==> config.mk <==
export PLATFORM = sky130hd
export DESIGN_NAME = cpu_controller
export DESIGN_NICKNAME = d
export VERILOG_FILES = /design/src/rtl/cpu_pkg.sv /design/src/rtl/cpu_controller.sv
export SDC_FILE = /design/constraint.sdc
export NUM_CORES = 1
export LEC_CHECK = 0
export ABC_AREA = 1
export ABC_CLOCK_PERIOD_IN_PS = 3300
export BUFFER_PORTS_ARGS = -buffer_cell sky130_fd_sc_hd__buf_4
export CORE_AREA = 2 2 39 41
export DETAILED_ROUTE_END_ITERATION = 12
export DIE_AREA = 0 0 41 43
export GPL_ROUTABILITY_DRIVEN = 1
export SYNTH_ARGS = -nofsm -noshare
export SYNTH_HDL_FRONTEND = slang
export SYNTH_SLANG_ARGS = --single-unit
==> constraint.sdc <==
create_clock -name clk -period 3.3 [get_ports clk]
set_input_delay 0.165 -clock clk [delete_from_list [all_inputs] [get_ports clk]]
set_output_delay 0.165 -clock clk [all_outputs]
set_load 0.005 [all_outputs]
==> src/rtl/cpu_pkg.sv <==
// Shared definitions for the 8-bit accumulator core: opcodes, sequencer
// phase encoding and the ALU-class predicate used by controller and ALU.
package cpu_pkg;

    localparam logic [2:0] OP_HLT  = 3'b000;
    localparam logic [2:0] OP_SKZ  = 3'b001;
    localparam logic [2:0] OP_ADD  = 3'b010;
    localparam logic [2:0] OP_ANDD = 3'b011;
    localparam logic [2:0] OP_XORR = 3'b100;
    localparam logic [2:0] OP_LDA  = 3'b101;
    localparam logic [2:0] OP_STO  = 3'b110;
    localparam logic [2:0] OP_JMP  = 3'b111;

    typedef enum logic [2:0] {
        S0 = 3'd0,
        S1 = 3'd1,
        S2 = 3'd2,
        S3 = 3'd3,
        S4 = 3'd4,
        S5 = 3'd5,
        S6 = 3'd6,
        S7 = 3'd7
    } phase_t;

    // Instructions that read an operand from memory and write the accumulator.
    function automatic logic is_alu_op(input logic [2:0] op);
        return (op == OP_ADD) || (op == OP_ANDD) || (op == OP_XORR) || (op == OP_LDA);
    endfunction

endpackage

==> src/rtl/cpu_controller.sv <==
// Instruction sequencer: walks each instruction through eight phases and
// decodes the datapath strobes from phase, opcode, zero and the halt flag.
module cpu_controller
    import cpu_pkg::*;
#(
    parameter int PHASES = 8
) (
    input  logic       clk,
    input  logic       rst,
    input  logic       ena,
    input  logic [2:0] opcode,
    input  logic       zero,
    output logic       load_ir,
    output logic       inc_pc,
    output logic       load_pc,
    output logic       rd,
    output logic       wr,
    output logic       load_acc,
    output logic       datactl_ena,
    output logic       alu_clk,
    output logic       halt,
    output logic       instr_done
);

    localparam phase_t LAST_PHASE = phase_t'(3'(PHASES - 1));

    phase_t phase;
    phase_t phase_next;
    logic   halted;
    logic   halted_next;
    logic   active;

    always_ff @(posedge clk) begin
        if (rst) begin
            phase  <= S0;
            halted <= 1'b0;
        end else begin
            phase  <= phase_next;
            halted <= halted_next;
        end
    end

    // HLT advances into S4 on the same edge that sets halted, then freezes there.
    always_comb begin
        phase_next  = phase;
        halted_next = halted;
        if (ena && !halted) begin
            phase_next = (phase == LAST_PHASE) ? S0 : phase_t'(phase + 3'd1);
            if (phase == S3 && opcode == OP_HLT) begin
                halted_next = 1'b1;
            end
        end
    end

    always_comb begin
        load_ir     = 1'b0;
        inc_pc      = 1'b0;
        load_pc     = 1'b0;
        rd          = 1'b0;
        wr          = 1'b0;
        load_acc    = 1'b0;
        datactl_ena = 1'b0;
        alu_clk     = 1'b0;
        instr_done  = 1'b0;
        halt        = halted && !rst;
        active      = !rst && ena && !halted;

        if (active) begin
            case (phase)
                S0, S1: begin
                    rd      = 1'b1;
                    load_ir = 1'b1;
                    inc_pc  = 1'b1;
                end
                S2: begin
                end
                S3: begin
                    inc_pc = (opcode == OP_HLT);
                end
                S4: begin
                    rd          = is_alu_op(opcode);
                    alu_clk     = is_alu_op(opcode);
                    load_pc     = (opcode == OP_JMP);
                    datactl_ena = (opcode == OP_STO);
                end
                S5: begin
                    rd          = is_alu_op(opcode);
                    load_acc    = is_alu_op(opcode);
                    inc_pc      = ((opcode == OP_SKZ) && zero) || (opcode == OP_JMP);
                    load_pc     = (opcode == OP_JMP);
                    wr          = (opcode == OP_STO);
                    datactl_ena = (opcode == OP_STO);
                end
                S6: begin
                    rd          = is_alu_op(opcode);
                    datactl_ena = (opcode == OP_STO);
                end
                S7: begin
                    inc_pc     = (opcode == OP_SKZ) && zero;
                    instr_done = 1'b1;
                end
                default: begin
                end
            endcase
        end
    end

endmodule

==> results of run 1 <==
[cell usage after synthesis (all sizes together)]
| library cell | count |
|---|---|
| nor2 | 14 |
| nand2 | 13 |
| inv | 9 |
| ha | 6 |
| dfxtp | 4 |
| nand3 | 4 |
| a21oi | 3 |
| a211oi | 2 |
| a31oi | 1 |
| nor4 | 1 |
| o21ai | 1 |
| o22ai | 1 |
| o31ai | 1 |
[layout make-up]
| type | instances | area [sq um] |
|---|---|---|
| Clock buffer | 3 | 22.52 |
| Fill cell | 151 | 828.3 |
| Inverter | 9 | 33.78 |
| Multi-Input combinational cell | 47 | 279.0 |
| Sequential cell | 4 | 80.08 |
| Tap cell | 16 | 20.02 |
| Timing Repair Buffer | 16 | 120.1 |
[logic make-up after synthesis]
| group | after synthesis | synth area share |
|---|---|---|
| compound gates | 9 | 0.1401 |
| fa+ha+maj | 6 | 0.1911 |
| buf+inv | 9 | 0.08598 |
| flops | 4 | 0.2038 |
| simple gates | 32 | 0.3790 |
[layer usage]
| layer | global-route usage | vias up | share of wire |
|---|---|---|---|
| li1 | - | 234 | - |
| met1 | 0.1452 | 187 | 0.48 |
| met4 | 0.06000 | 0 | 0 |
| met2 | 0.1781 | 12 | 0.44 |
| met5 | 0 | - | 0 |
| met3 | 0.03141 | 0 | 0.078 |
[stage by stage]
step	power [mW]	std cells	utilization	setup WS [ns]	hold slack [ns]
global route	0.1683	95	0.4014	1.492	0.1709
finish	0.1547	95	0.4014	1.634	0.1652
CTS	0.1588	95	0.4014	1.605	0.1609
floorplan	0.07969	60	-	2.062	0.2435
global placement	0.09696	92	0.3852	1.875	0.4067
detailed placement	0.09743	92	0.3852	1.854	0.4090
[final timing paths]
path | cells past startpoint | endpoint | slack (ns) | start
worst max-delay path | 7 | inc_pc | 1.63 | phase[1]
worst min-delay path | 2 | phase[2] | 0.17 | rst
worst max register to register | 5 | phase[0] | 2.09 | phase[1]
worst min register to register | 2 | halted | 0.50 | halted
[flip-flops by register name, summed over array words and instances (netlist names)]
| name | count |
|---|---|
| halted | 1 |
| phase | 3 |
[power by group]
part	total [mW]	internal [mW]	switching, mW
combinational	0.0412	0.0183	0.0229
sequential	0.0552	0.0517	0.00353
clock	0.0583	0.0405	0.0178
total	0.155	0.111	0.0442
==> results.cfg, run 1 <==
[grt]
grt_pass1_wl_um = 1442
grt_usage = 0.1176
grt_remaining_overflow = 0
antenna_found_initial = 0
grt_max_degree = 7
grt_pass1_vias = 374

[worst_setup_path]
critPathLaunchType = flop
cpPeakStageDelay_ns = 0.39
critPathSlowestCell = dfxtp_1
cp_data_arrival_time_ns = 1.50
crit_chain = ha_1 -> ha_1 -> inv_1 -> o21ai_0 -> nand3_1 -> a21oi_1 -> buf_4
crit_fanout = 4
crit_required_ns = 3.13
crit_family = flip-flops
path_common_cell = ha_1
crit_path_end_kind = output pin
crit_type = reg -> out
path_buf_inv = 2

[final_layout]
layout.nets = 94
diodes = 0
drive_above_1_share = 0.3418
syn_to_final_growth_pct = 41.40
final_common_cell = buf_4
final_cell_mix = buf_4, nor2_1, nand2_1, inv_1, ha_1
postLayoutCellArea_sq_um = 555.5

[clock_network]
cts_buffer_depth = 2
clk_pin_slew_ns = 0.04
h-tree-depth = 1
cts_sinks = 4
cts_buffers = 3
cts_resized = 0
clk-insertion-delay-late_ns = 0.23
cts_tree = yes
holdBufCountCts = 0
root_buffer = clkbuf_4
cts_setup_buffers = 0

[detailed_routing]
drtIter0Drc = 7
drc_errors = 0
drt_pass1_iterations = 4
wl_um = 897
wl_per_cell_um = 9.442
viasPerCell = 4.558
num_vias = 433
ant_nets = 0

[synth]
netlist_area_sq_um = 392.9
synth_seq_cells = 4
post_synth.cell_area_avg_sq_um = 6.548
ys_seq_area_frac = 0.2038
synth_nets = 73
ys_warn_count = 0
syn_inst = 60
synth_area_leaders = dfxtp_1, ha_1, nor2_1
yosysTopAreaCell = dfxtp_1
ys_types = 16
synth_top_area_share = 0.2038

[pwr]
power.leakage_nw = 0.2759
p_per_area_nw_per_um2 = 278.5
ir_worst_vdd_mv = 0.1714

[floorplan]
core-area_sq_um = 1384
rows = 14
die_h_um = 43
io-pin-count = 17
dieWidth_um = 41
die-area_sq_um = 1763
initial_core_util = 0.2839

[sta]
rsz0062_at_grt = no
setup-tns-final_ns = 0
fin_crit_ns = 1.666
fmax_mhz = 600.1
maxSlewViolCount = 0
fin_crit_sh = 0.5050
fin_skew_ns = 0.004479
tightest_slew_ns = 0.2111
setup_viol = 0
slew-limit-headroom = 0.8581
finalHoldViolCount = 0

[placement]
place_hpwl_um = 755.3
port_buffers = 16
place_congestion = 0.7611
postPlaceCellArea_sq_um = 533.0

[worst_hold_path]
hp-class = in -> reg

[run]
drv_cap = 0

[outcome]
run_status = finished clean
Power figures use the tool's default switching activity.
==> inputs of run 2 (changes only) <==
--- a/config.mk
+++ b/config.mk
@@ -5,8 +5,8 @@
 export SDC_FILE = /design/constraint.sdc
 export NUM_CORES = 1
 export LEC_CHECK = 0
-export ABC_AREA = 1
-export ABC_CLOCK_PERIOD_IN_PS = 3300
+export ABC_AREA = 0
+export ABC_CLOCK_PERIOD_IN_PS = 1500
 export BUFFER_PORTS_ARGS = -buffer_cell sky130_fd_sc_hd__buf_4
 export CORE_AREA = 2 2 39 41
 export DETAILED_ROUTE_END_ITERATION = 12
==> constraint.sdc (replaced) <==
create_clock -name clk -period 1.5 [get_ports clk]
set_input_delay 0.075 -clock clk [delete_from_list [all_inputs] [get_ports clk]]
set_output_delay 0.075 -clock clk [all_outputs]
set_load 0.005 [all_outputs]
==> run 2 against run 1 <==
Effect of this change: the flow now finishes with violations (negative setup slack); clock-buffer cell count did not move; largest power group is now combinational cells; final cell count fell by 2.1%; clock skew decreased by 0.0024 ns; synthesized area up 4.1%; die area unchanged; sequential power up 120%; via count is 11% higher; setup slack got worse by 1.8 ns; non-clock buffer count grew 8; synthesized cell count is 13% lower.
==> results.cfg, run 2 <==
[clock_network]
clk_pin_slew_ns = 0.04
cts_buffer_depth = 2
root_buffer = clkbuf_4
cts_sinks = 4
holdBufCountCts = 0
clk-insertion-delay-late_ns = 0.23
cts_buffers = 3
h-tree-depth = 1
cts_tree = yes

[detailed_routing]
viasPerCell = 5.172
drt_pass1_iterations = 4
drtIter0Drc = 15
ant_nets = 0
wl_per_cell_um = 12.75
drc_errors = 0
num_vias = 481
wl_um = 1186

[sta]
tightest_slew_ns = 0.4470
setup-tns-final_ns = -0.3725
holdWs_ns = 0.04185
rsz0062_at_grt = yes
fin_crit_sh = 1.114
setup_viol = 3
maxSlewViolCount = 0
setup_ws_ns = -0.1707
fmax_mhz = 598.6
fin_crit_ns = 1.671
fin_skew_ns = 0.002101
finalHoldViolCount = 0
slew-limit-headroom = 0.7014

[worst_setup_path]
cp_data_arrival_time_ns = 1.60
crit_required_ns = 1.42
critPathLaunchType = flop
path_buf_inv = 2
crit_family = simple AND/OR/NAND/NOR gates
cpPeakStageDelay_ns = 0.37
crit_type = reg -> out
crit_path_end_kind = output pin
cp-startpoint = phase[1]
crit_fanout = 3
reg2reg_from = phase[0]
critPathSlowestCell = or3_4
crit_chain = buf_6 -> ha_4 -> or3_4 -> a31oi_1 -> nor2_1 -> buf_4

[worst_hold_path]
hp-start = rst
hp-class = in -> reg

[placement]
place_hpwl_um = 849.1
place_congestion = 0.7733
postPlaceCellArea_sq_um = 578.1
place_ws_ns = 0.01745
dp.cells = 87
port_buffers = 16

[grt]
grt_remaining_overflow = 0
antenna_found_initial = 0
grt_usage = 0.1444
grt_pass1_vias = 430
grt_max_degree = 9
grt_pass1_wl_um = 1745

[synth]
synth_top_area_share = 0.1957
synth.most_common_cell = nor2_1
syn_inst = 52
ys_warn_count = 0
synthArstFlopShare = 0
synthFlopType = dfxtp_1
yosysTopAreaCell = dfxtp_1
ys_seq_area_frac = 0.1957
synth_area_leaders = dfxtp_1, ha_1, mux2i_1
synth_commonest_cells = nor2_1, ha_1, dfxtp_1, nand2_1
synth_enable_flop_cells = 0
post_synth.cell_area_avg_sq_um = 7.868
synth_nets = 65
synth_seq_cells = 4
ys_types = 25
netlist_area_sq_um = 409.1

[final_layout]
syn_to_final_growth_pct = 71.25
postLayoutCellArea_sq_um = 700.7
largest_register_ffs = 3
fill_cells = 134
diodes = 0
finalNonFillerCells = 93
post-route-util = 0.5063
final_cell_mix = buf_4, nor2_1, nand2_1
largest_register = phase
drive_above_1_share = 0.5195
largest_registers = phase: 3 flops, halted: 1 flops
layout.nets = 92
final_common_cell = buf_4

[pwr]
totalPowerFinal_uw = 401.8
ir_worst_vdd_mv = 0.3389
power.leakage_nw = 0.3222
p_per_area_nw_per_um2 = 573.5

[floorplan]
rows = 14
dieWidth_um = 41
die-area_sq_um = 1763
die_h_um = 43
io-pin-count = 17
initial_core_util = 0.2957
core-area_sq_um = 1384

[outcome]
run_status = finished, violations left
failed_checks = negative setup slack

[run]
drv_cap = 0
run 2: path summary, 6_finish.rpt:
| path | to | slack [ns] | cells after the start |
|---|---|---|---|
| worst min register to register | halted | 0.63 | 2 |
| worst max-delay path | rd | -0.17 | 6 |
| worst max register to register | halted | 0.14 | 6 |
| worst min-delay path | phase[1] | 0.04 | 2 |
run 2: final cells by class:
type,instances,area [sq um],area share
Sequential cell,4,87.58,0.1250
Inverter,3,13.76,0.01964
Clock buffer,3,22.52,0.03214
Timing Repair Buffer,24,183.9,0.2625
Tap cell,16,20.02,0.02857
Multi-Input combinational cell,43,372.9,0.5321
run 2: logic make-up (layout without fill, tap and decap cells):
group           after synthesis  after routing  share of synthesized area
buf+inv                       5             30                    0.04891
flops                         4              4                     0.1957
compound gates                6              6                     0.1101
simple gates                 27             27                     0.3670
mux                           3              3                    0.07340
fa+ha+maj                     6              6                     0.1835
xor+xnor                      1              1                    0.02141
run 2: worst register-to-register path: stages (launching register included):
cell     delay (ns)
dfxtp_4        0.38
ha_4           0.14
ha_2           0.17
nor4b_4        0.27
buf_4          0.16
buf_4          0.09
a21o_1         0.10
run 2: timing repair:
item                                   CTS  global route
pin swaps                                5             4
endpoints found under the hold margin    0             0
buffers inserted                         3             0
setup endpoints to repair                3             4
gates resized for setup                  8            11
run 2: per-layer routing:
metal | track usage | vias to the layer above | wire (um)
met3 | 0.03141 | 2 | 82
met5 | 0 | - | 0
met1 | 0.1699 | 222 | 478
met2 | 0.2281 | 21 | 612
met4 | 0.08000 | 0 | 13
li1 | - | 236 | -
run 2: report_power, final:
group	total, mW	switching, mW	internal [mW]
clock network	0.134	0.0444	0.0895
registers	0.123	0.00923	0.113
logic	0.145	0.0721	0.0731
total	0.402	0.126	0.276
